==> src/rtl/aibnd_rx_deser_if.sv <==
// Receive-side bus between the AIB IO-cell slice / adapter and the word builder.
// master drives the enable, alignment request and DDR samples; slave returns words and status.
interface aibnd_rx_deser_if #(
  parameter int unsigned WORD_W = 10
);
  logic              irx_en;
  logic              ialign_req;
  logic              rx_dat0;
  logic              rx_dat1;
  logic [WORD_W-1:0] orx_word;
  logic              orx_word_vld;
  logic              olocked;
  logic              oalign_ofs;
  logic              ohunt_fail;

  modport master (
    output irx_en, ialign_req, rx_dat0, rx_dat1,
    input  orx_word, orx_word_vld, olocked, oalign_ofs, ohunt_fail
  );

  modport slave (
    input  irx_en, ialign_req, rx_dat0, rx_dat1,
    output orx_word, orx_word_vld, olocked, oalign_ofs, ohunt_fail
  );
endinterface

==> src/rtl/aibnd_rx_deser.sv <==
// AIB receive word builder: finds word alignment on a training marker in the
// two-bit-per-cycle DDR sample stream, then emits aligned WORD_W-bit words.
module aibnd_rx_deser #(
  parameter int unsigned       WORD_W     = 10,
  parameter logic [WORD_W-1:0] ALIGN_MARK = WORD_W'(10'h0FA),
  parameter int unsigned       LOCK_CNT   = 4,
  parameter int unsigned       HUNT_TO    = 64
) (
  input logic             istrbclk,
  input logic             irst,
  aibnd_rx_deser_if.slave rx
);

  localparam int unsigned HALF = WORD_W / 2;
  localparam int unsigned PH_W = (HALF > 1) ? $clog2(HALF) : 1;
  localparam int unsigned TO_W = $clog2(HUNT_TO);

  localparam logic [PH_W-1:0] PH_LAST  = PH_W'(HALF - 1);
  localparam logic [TO_W-1:0] TO_LAST  = TO_W'(HUNT_TO - 1);
  localparam logic [3:0]      CNT_LOCK = 4'(LOCK_CNT);

  typedef enum logic [1:0] {
    S_IDLE,
    S_HUNT,
    S_VERIFY,
    S_LOCKED
  } state_t;

  state_t            state_q, state_d;
  logic [WORD_W-1:0] hist_q, hist_d;
  logic [PH_W-1:0]   phase_q, phase_d;
  logic [3:0]        cnt_q, cnt_d;
  logic [TO_W-1:0]   to_q, to_d;
  logic              ofs_q, ofs_d;
  logic              fail_q, fail_d;
  logic              vld_q, vld_d;
  logic [WORD_W-1:0] word_q, word_d;

  logic [WORD_W-1:0] win_a;
  logic [WORD_W-1:0] win_b;
  logic [WORD_W-1:0] win_sel;
  logic              hit_a;
  logic              hit_b;
  logic              hit_sel;
  logic              phase_wrap;
  logic              to_expired;

  // hist_q[WORD_W-1] is the newest bit; windows keep bit 0 as the earliest bit.
  assign win_a      = {rx.rx_dat1, rx.rx_dat0, hist_q[WORD_W-1:2]};
  assign win_b      = {rx.rx_dat0, hist_q[WORD_W-1:1]};
  assign win_sel    = ofs_q ? win_b : win_a;
  assign hit_a      = (win_a == ALIGN_MARK);
  assign hit_b      = (win_b == ALIGN_MARK);
  assign hit_sel    = (win_sel == ALIGN_MARK);
  assign phase_wrap = (phase_q == PH_LAST);
  assign to_expired = (to_q == TO_LAST);

  always_comb begin
    // NOTE: every next-state value gets a default before any branch, so no path leaves a latch.
    state_d = state_q;
    hist_d  = win_a;
    phase_d = phase_q;
    cnt_d   = cnt_q;
    to_d    = to_q;
    ofs_d   = ofs_q;
    fail_d  = fail_q;
    vld_d   = 1'b0;
    word_d  = word_q;

    if (!rx.irx_en) begin
      state_d = S_IDLE;
      hist_d  = '0;
      phase_d = '0;
      cnt_d   = '0;
      to_d    = '0;
      ofs_d   = 1'b0;
      word_d  = '0;
    end else if (rx.ialign_req) begin
      state_d = S_HUNT;
      phase_d = '0;
      cnt_d   = '0;
      to_d    = '0;
      fail_d  = 1'b0;
    end else begin
      unique case (state_q)
        S_IDLE: state_d = S_IDLE;

        S_HUNT: begin
          to_d = to_q + 1'b1;
          if (to_expired) begin
            state_d = S_IDLE;
            fail_d  = 1'b1;
            to_d    = '0;
          end else if (hit_a || hit_b) begin
            state_d = S_VERIFY;
            ofs_d   = !hit_a;
            phase_d = '0;
            cnt_d   = 4'd1;
          end
        end

        S_VERIFY: begin
          to_d    = to_q + 1'b1;
          phase_d = phase_wrap ? '0 : phase_q + 1'b1;
          if (to_expired) begin
            // The hunt budget beats a marker check landing in the same cycle.
            state_d = S_IDLE;
            fail_d  = 1'b1;
            to_d    = '0;
            cnt_d   = '0;
          end else if (phase_wrap) begin
            if (hit_sel) begin
              cnt_d = cnt_q + 1'b1;
              if (cnt_q + 4'd1 == CNT_LOCK) begin
                state_d = S_LOCKED;
                phase_d = '0;
                to_d    = '0;
              end
            end else begin
              state_d = S_HUNT;
              cnt_d   = '0;
            end
          end
        end

        S_LOCKED: begin
          phase_d = phase_wrap ? '0 : phase_q + 1'b1;
          if (phase_wrap) begin
            word_d = win_sel;
            vld_d  = 1'b1;
          end
        end

        default: state_d = S_IDLE;
      endcase
    end
  end

  always_ff @(posedge istrbclk) begin
    if (irst) begin
      // NOTE: state is updated with non-blocking assignments so every register samples pre-edge values.
      state_q <= S_IDLE;
      hist_q  <= '0;
      phase_q <= '0;
      cnt_q   <= '0;
      to_q    <= '0;
      ofs_q   <= 1'b0;
      fail_q  <= 1'b0;
      vld_q   <= 1'b0;
      word_q  <= '0;
    end else begin
      state_q <= state_d;
      hist_q  <= hist_d;
      phase_q <= phase_d;
      cnt_q   <= cnt_d;
      to_q    <= to_d;
      ofs_q   <= ofs_d;
      fail_q  <= fail_d;
      vld_q   <= vld_d;
      word_q  <= word_d;
    end
  end

  assign rx.olocked      = (state_q == S_LOCKED);
  assign rx.oalign_ofs   = (state_q == S_LOCKED) & ofs_q;
  assign rx.orx_word     = word_q;
  assign rx.orx_word_vld = vld_q;
  assign rx.ohunt_fail   = fail_q;

endmodule

==> src/flat_wrapper.sv <==
// flat-port wrapper written by rule: the top's interface ports become plain ports
module aibnd_rx_deser_flat 
#(
  parameter int unsigned       WORD_W     = 10,
  parameter logic [WORD_W-1:0] ALIGN_MARK = WORD_W'(10'h0FA),
  parameter int unsigned       LOCK_CNT   = 4,
  parameter int unsigned       HUNT_TO    = 64
)
  (istrbclk, irst, rx_irx_en, rx_ialign_req, rx_rx_dat0, rx_rx_dat1, rx_orx_word, rx_orx_word_vld, rx_olocked, rx_oalign_ofs, rx_ohunt_fail);
  aibnd_rx_deser_if #(.WORD_W(WORD_W)) rx_i ();
  input logic istrbclk;
  input logic irst;
  input wire logic [$bits(rx_i.irx_en)-1:0] rx_irx_en;
  input wire logic [$bits(rx_i.ialign_req)-1:0] rx_ialign_req;
  input wire logic [$bits(rx_i.rx_dat0)-1:0] rx_rx_dat0;
  input wire logic [$bits(rx_i.rx_dat1)-1:0] rx_rx_dat1;
  output wire logic [$bits(rx_i.orx_word)-1:0] rx_orx_word;
  output wire logic [$bits(rx_i.orx_word_vld)-1:0] rx_orx_word_vld;
  output wire logic [$bits(rx_i.olocked)-1:0] rx_olocked;
  output wire logic [$bits(rx_i.oalign_ofs)-1:0] rx_oalign_ofs;
  output wire logic [$bits(rx_i.ohunt_fail)-1:0] rx_ohunt_fail;
  assign rx_i.irx_en = rx_irx_en;
  assign rx_i.ialign_req = rx_ialign_req;
  assign rx_i.rx_dat0 = rx_rx_dat0;
  assign rx_i.rx_dat1 = rx_rx_dat1;
  assign rx_orx_word = rx_i.orx_word;
  assign rx_orx_word_vld = rx_i.orx_word_vld;
  assign rx_olocked = rx_i.olocked;
  assign rx_oalign_ofs = rx_i.oalign_ofs;
  assign rx_ohunt_fail = rx_i.ohunt_fail;
  aibnd_rx_deser #(.WORD_W(WORD_W), .ALIGN_MARK(ALIGN_MARK), .LOCK_CNT(LOCK_CNT), .HUNT_TO(HUNT_TO)) u_core (.istrbclk(istrbclk), .irst(irst), .rx(rx_i));
endmodule
==> config.mk <==
export PLATFORM = sky130hd
export DESIGN_NAME = aibnd_rx_deser_flat
export DESIGN_NICKNAME = d
export VERILOG_FILES = /design/src/rtl/aibnd_rx_deser_if.sv /design/src/rtl/aibnd_rx_deser.sv /design/src/flat_wrapper.sv
export SDC_FILE = /design/constraint.sdc
export NUM_CORES = 1
export LEC_CHECK = 0
export ABC_CLOCK_PERIOD_IN_PS = 3300
export CAP_MARGIN = 5
export CORE_ASPECT_RATIO = 1.25
export CORE_UTILIZATION = 50
export CTS_BUF_LIST = sky130_fd_sc_hd__clkbuf_4 sky130_fd_sc_hd__clkbuf_8 sky130_fd_sc_hd__clkbuf_16
export DETAILED_ROUTE_END_ITERATION = 10
export PLACE_DENSITY = 0.83
export RECOVER_POWER = 50
export SYNTH_ARGS = -nofsm -noshare
export SYNTH_HDL_FRONTEND = slang
export SYNTH_SLANG_ARGS = --single-unit
==> constraint.sdc <==
create_clock -name istrbclk -period 3.3 [get_ports istrbclk]
set_input_delay 0.33 -clock istrbclk [delete_from_list [all_inputs] [get_ports istrbclk]]
set_output_delay 0.33 -clock istrbclk [all_outputs]
set_load 0.02 [all_outputs]
After elaboration in Yosys (flattened, before gate mapping)
Index checks and enable logic that the tools add are counted.

Flip-flop bits (word level): 38. Input bits: 6. Output and inout bits: 14. Logic and storage cells: 88.

Add/subtract/negate cells: 3. Eq/ne operators: 17. Muxes and demuxes: 33. Bitwise logic cells: 5. Reduce and logical (&&, ||, !) cells: 20.

Operator list (count): 10-bit by 8-bit == test with 1-bit output (second input constant) (3); 6-bit two-way mux (5); 3-bit two-way mux (7); 4-bit two-way mux (5); 4-bit AND reduction (4); 2-bit two-way mux (6); 6-bit case mux with 2 select lines (1); 10-bit two-way mux (1); 3-bit case mux with 3 select lines (1); 3-bit AND reduction (3); 4-bit by 2-bit != test with 1-bit output (second input constant) (2); 4-bit case mux with 2 select lines (1); 6-bit by 1-bit adder with 6-bit output (second input constant) (1); 6-bit == test (second input constant) (1); 3-bit by 1-bit != test with 1-bit output (second input constant) (2); 2-bit case mux with 3 select lines (1); 2-bit nonzero test (3); 3-bit nonzero test (2); 1-bit two-way mux (5); 5-bit != test (second input constant) (1); 4-bit by 1-bit adder with 4-bit output (second input constant) (1); 2-bit == test (second input constant) (2); 4-bit by 3-bit == test with 1-bit output (second input constant) (1); 4-bit != test (second input constant) (1); other kinds (14) (18).

Logic depth before layout (Yosys ltp)
Depth after elaboration: 8. Depth in mapped cells: 8.

Worst setup path after synthesis
No wires, ideal clock.

Path type: reg2reg. Start point: reg u_core.hist_q[3]. End point: reg u_core.cnt_q[3]. Data arrival time: 2247 ps. Path slack: 983 ps. Cell stages (with the launch flop): 7. Buffers on the path: 0. Clock period less this slack: 2317 ps. Path through: dfxtp_1 > or3b_1 > o32a_1 > or2_1 > or3_1 > or4_1 > a21oi_1.

Cells in the longest elaborated chain, start to end: 6. Elaborated cells on any way between the ends: 11. Classes of those cells: eq/ne (4); mux (5); reduce/logical (2).

RTL lines: start: declaration (line aibnd_rx_deser.sv:30) `logic [WORD_W-1:0] hist_q, hist_d;`; start signal: assignment (line aibnd_rx_deser.sv:153) `hist_q <= hist_d;`; 10-bit two-way mux (line aibnd_rx_deser.sv:51) `assign win_sel = ofs_q ? win_b : win_a;`; 10-bit by 8-bit == test with 1-bit output (line aibnd_rx_deser.sv:54) `assign hit_sel = (win_sel == ALIGN_MARK);`; 4-bit two-way mux (line aibnd_rx_deser.sv:112) `if (hit_sel) begin`; 4-bit two-way mux (line aibnd_rx_deser.sv:111) `end else if (phase_wrap) begin`; 4-bit two-way mux (line aibnd_rx_deser.sv:105) `if (to_expired) begin`; 4-bit case mux with 2 select lines (line aibnd_rx_deser.sv:85) `unique case (state_q)`; end signal: assignment (line aibnd_rx_deser.sv:155) `cnt_q <= cnt_d;`; end: declaration (line aibnd_rx_deser.sv:32) `logic [3:0] cnt_q, cnt_d;`.

Several ways; a longest one is shown, not always the timed one. The select of a mux whose other input is x is not followed. A chain may end at the register's enable or synchronous reset.

Final worst setup path
Start point: in rx_rx_dat1. End point: reg u_core.cnt_q[3].

Cells in the longest elaborated chain, start to end: 6. Elaborated cells on any way between the ends: 10. Classes of those cells: eq/ne (3); mux (5); reduce/logical (2).

RTL lines: start: declaration (line flat_wrapper.sv:16) `input wire logic [$bits(rx_i.rx_dat1)-1:0] rx_rx_dat1;`; 10-bit two-way mux (line aibnd_rx_deser.sv:51); 10-bit by 8-bit == test with 1-bit output (line aibnd_rx_deser.sv:54); 4-bit two-way mux (line aibnd_rx_deser.sv:112); 4-bit two-way mux (line aibnd_rx_deser.sv:111); 4-bit two-way mux (line aibnd_rx_deser.sv:105); 4-bit case mux with 2 select lines (line aibnd_rx_deser.sv:85).

Several ways; a longest one is shown, not always the timed one. The select of a mux whose other input is x is not followed.

==> qor.txt <==
Post-cts repair resize count: 0
Post-synth top area share: 39.81%
Routed Antenna Nets: 0
Worst skew pair latency: 290 ps
Reg2Reg Setup Slack: 720 ps
Worst slew margin: 46.36%
Worst Hold Class: flip-flop to flip-flop
Via density: 5.722
Synthesized cell area: 1861 um^2
Top-count cell post-synth: dfxtp_1
Clock Pin Slew Worst Setup and Hold Paths: 70 ps
Primary FF master, synth: dfxtp_1
# diodes: 0
Post-Route WL: 3844 um
Critical path's largest stage delay: 500 ps
Setup TNS: 0 ps
WL/cell: 13.88 um
Seq/Total Area, Yosys: 39.81%
Die X: 56.56 um
Initial antenna violation count: 0
Setup Fix Bufs, Post-CTS: 0
First drt pass iteration count: 4
Max Clk Rate: 385.7 MHz
Critical Path RT: 3510 ps
Top post-synthesis cells by area: dfxtp_1, ha_1, mux2i_1, a211oi_1, nor2_1
Peak VDD IR: 0.3355 mV
Grt ovf: 0
Share of layout cells above drive strength 1: 6.303%
Max-cap check violation count: 0
Post-DP HPWL: 2847 um
# rows: 24
Clock Root Buffer: clkbuf_8
Largest area contributor in the netlist: dfxtp_1
CP arrival: 2810 ps
Die Area: 3971 um^2
Critical setup path kind: primary input to flip-flop
Final setup vio count: 0
Critical Path Sink Type: flip-flop
Final Hold Fails: 0
RSZ-0062 raised after global routing: no
Yosys Warn Count: 0
Pre-CTS setup slack: 432.0 ps
All-Layer GR Usage: 20.79%
Number of CTS-inserted buffers: 5
Initial Util: 52.96%
CTS Buffer Depth: 2
Worst-Margin Slew: 804.6 ps
Largest net degree at the start of global routing: 22
Final period util: 78.56%
Period minus WS final: 2593 ps
Synth unique cells: 44
CP max-delay cell: or4_1
Final #Nets: 252
Slew Viols, Final: 0
Vias: 1585
EDFF count, synth: 0
Worst setup margin: 707.5 ps
Hold_buf cts: 0
Setup crit start kind: primary input
Flops & latches, synth: 37
CTS Sinks: 37
Crit Path Max Fanout: 3
Outcome: finished clean
CTS tree: done
Routability cong.: 0.8747
DRC violation count after routing: 0
Cell Chain, Critical Path: clkdlybuf4s50_1, or3b_1, o32a_1, or2_1, or3_1, or4_1, a21oi_1
IO Port Bufs: 19
Pwr/cell area: 374.4 nW/um^2
Max Clock Skew: 6.911 ps
Boundary Pins: 20
Die Y-Extent: 70.20 um
H-tree depth: 2
Global-route wire length before repair: 6486 um
Synthesized area per cell: 8.614 um^2
Synth cell count leaders: dfxtp_1, nor2_1, a21oi_1
Lkg Pwr: 0.0007322 uW
Syn nets: 231
Area growth syn-to-layout: 17.22%
Initial DRC count: 143
Syn Inst Count: 216
Synth async-reset ratio: 0%
Core area: 3513 um^2
Vias in the first global route: 1472
==> sequential cells by signal (all words and copies together) (netlist names) <==
| signal | cells |
|---|---|
| u_core.cnt_q | 4 |
| u_core.hist_q | 9 |
| u_core.ofs_q | 1 |
| u_core.phase_q | 3 |
| u_core.rx.ohunt_fail | 1 |
| u_core.rx.orx_word | 10 |
| u_core.rx.orx_word_vld | 1 |
| u_core.state_q | 2 |
| u_core.to_q | 6 |
==> worst max-delay path, delay by kind of cell <==
| kind | cells | cell delay [ps] |
|---|---|---|
| AND/OR/NAND/NOR | 4 | 1510 |
| AO/OA/AOI/OAI | 2 | 540 |
| buffers and inverters | 1 | 420 |
==> where the power goes <==
part | internal, uW | total, uW | switching [uW]
Sequential | 449 | 452 | 2.94
Clock | 169 | 332 | 163
Combinational | 13.3 | 33.2 | 19.9
Total | 631 | 816 | 185
==> layout make-up <==
cell class	count	area, um^2
Fill cell	299	1333
Multi-Input combinational cell	165	1067
Sequential cell	37	740.7
Timing Repair Buffer	21	201.4
Clock buffer	6	82.58
Tap cell	39	48.80
Inverter	7	26.28
Clock inverter	2	13.76
==> cell families (layout without fill, tap and decap cells) <==
logic type	count (synthesis)	in the layout	share of synthesized area (%)
AND/OR/NAND/NOR	87	87	24.88
multiplexers	11	11	5.985
flip-flops	37	37	39.81
buffers and inverters	14	36	2.824
AO/OA/AOI/OAI	58	58	20.44
adder cells (fa/ha/maj)	9	9	6.053
==> path summary, 6_finish.rpt <==
check	start	end	cells after the start
worst max-delay path	rx_rx_dat1	u_core.cnt_q[3]$_SDFFE_PP0P_	7
worst min-delay path	u_core.to_q[1]$_SDFFE_PP0P_	u_core.to_q[1]$_SDFFE_PP0P_	2
worst max register to register	u_core.ofs_q$_SDFFE_PP0P_	u_core.cnt_q[3]$_SDFFE_PP0P_	6
worst min register to register	u_core.to_q[1]$_SDFFE_PP0P_	u_core.to_q[1]$_SDFFE_PP0P_	2
==> cells in the final DEF, fill, tap and decap left out, types with 3 or more instances in the layout <==
master / instances
ha_1: 9
nor2_1: 24
a211oi_1: 12
nand2_1: 13
dfxtp_1: 37
nor3_1: 5
o21ai_0: 11
nand3_1: 5
a21oi_1: 15
nand2b_1: 6
clkbuf_8: 6
and2_0: 8
mux2i_1: 10
a31oi_1: 3
clkdlybuf4s50_1: 9
inv_1: 7
nor3b_1: 3
dlygate4sd3_1: 10
and2_1: 4
==> per-stage QoR <==
stage,instances,cell area [um^2],power (uW),hold slack [ps],utilization (%)
after floorplan,216,1861,481.2,408.5,-
after global routing,277,2181,847.8,518.4,62.07
after global placement,269,2093,494.8,470.2,59.58
after CTS,277,2190,825.7,490.9,62.32
final,277,2181,816.5,491.0,62.07
after detailed placement,269,2093,495.7,480.4,59.58
==> layer usage <==
layer / global-route usage (%) / part of all wire (%) / vias up
met2: 35.95 / 51 / 26
li1: - / - / 822
met5: 0 / 0 / -
met1: 24.36 / 45 / 730
met3: 4.630 / 2.9 / 7
met4: 8.672 / 1.5 / 0
Note: power is estimated with default switching activity, not from simulation.
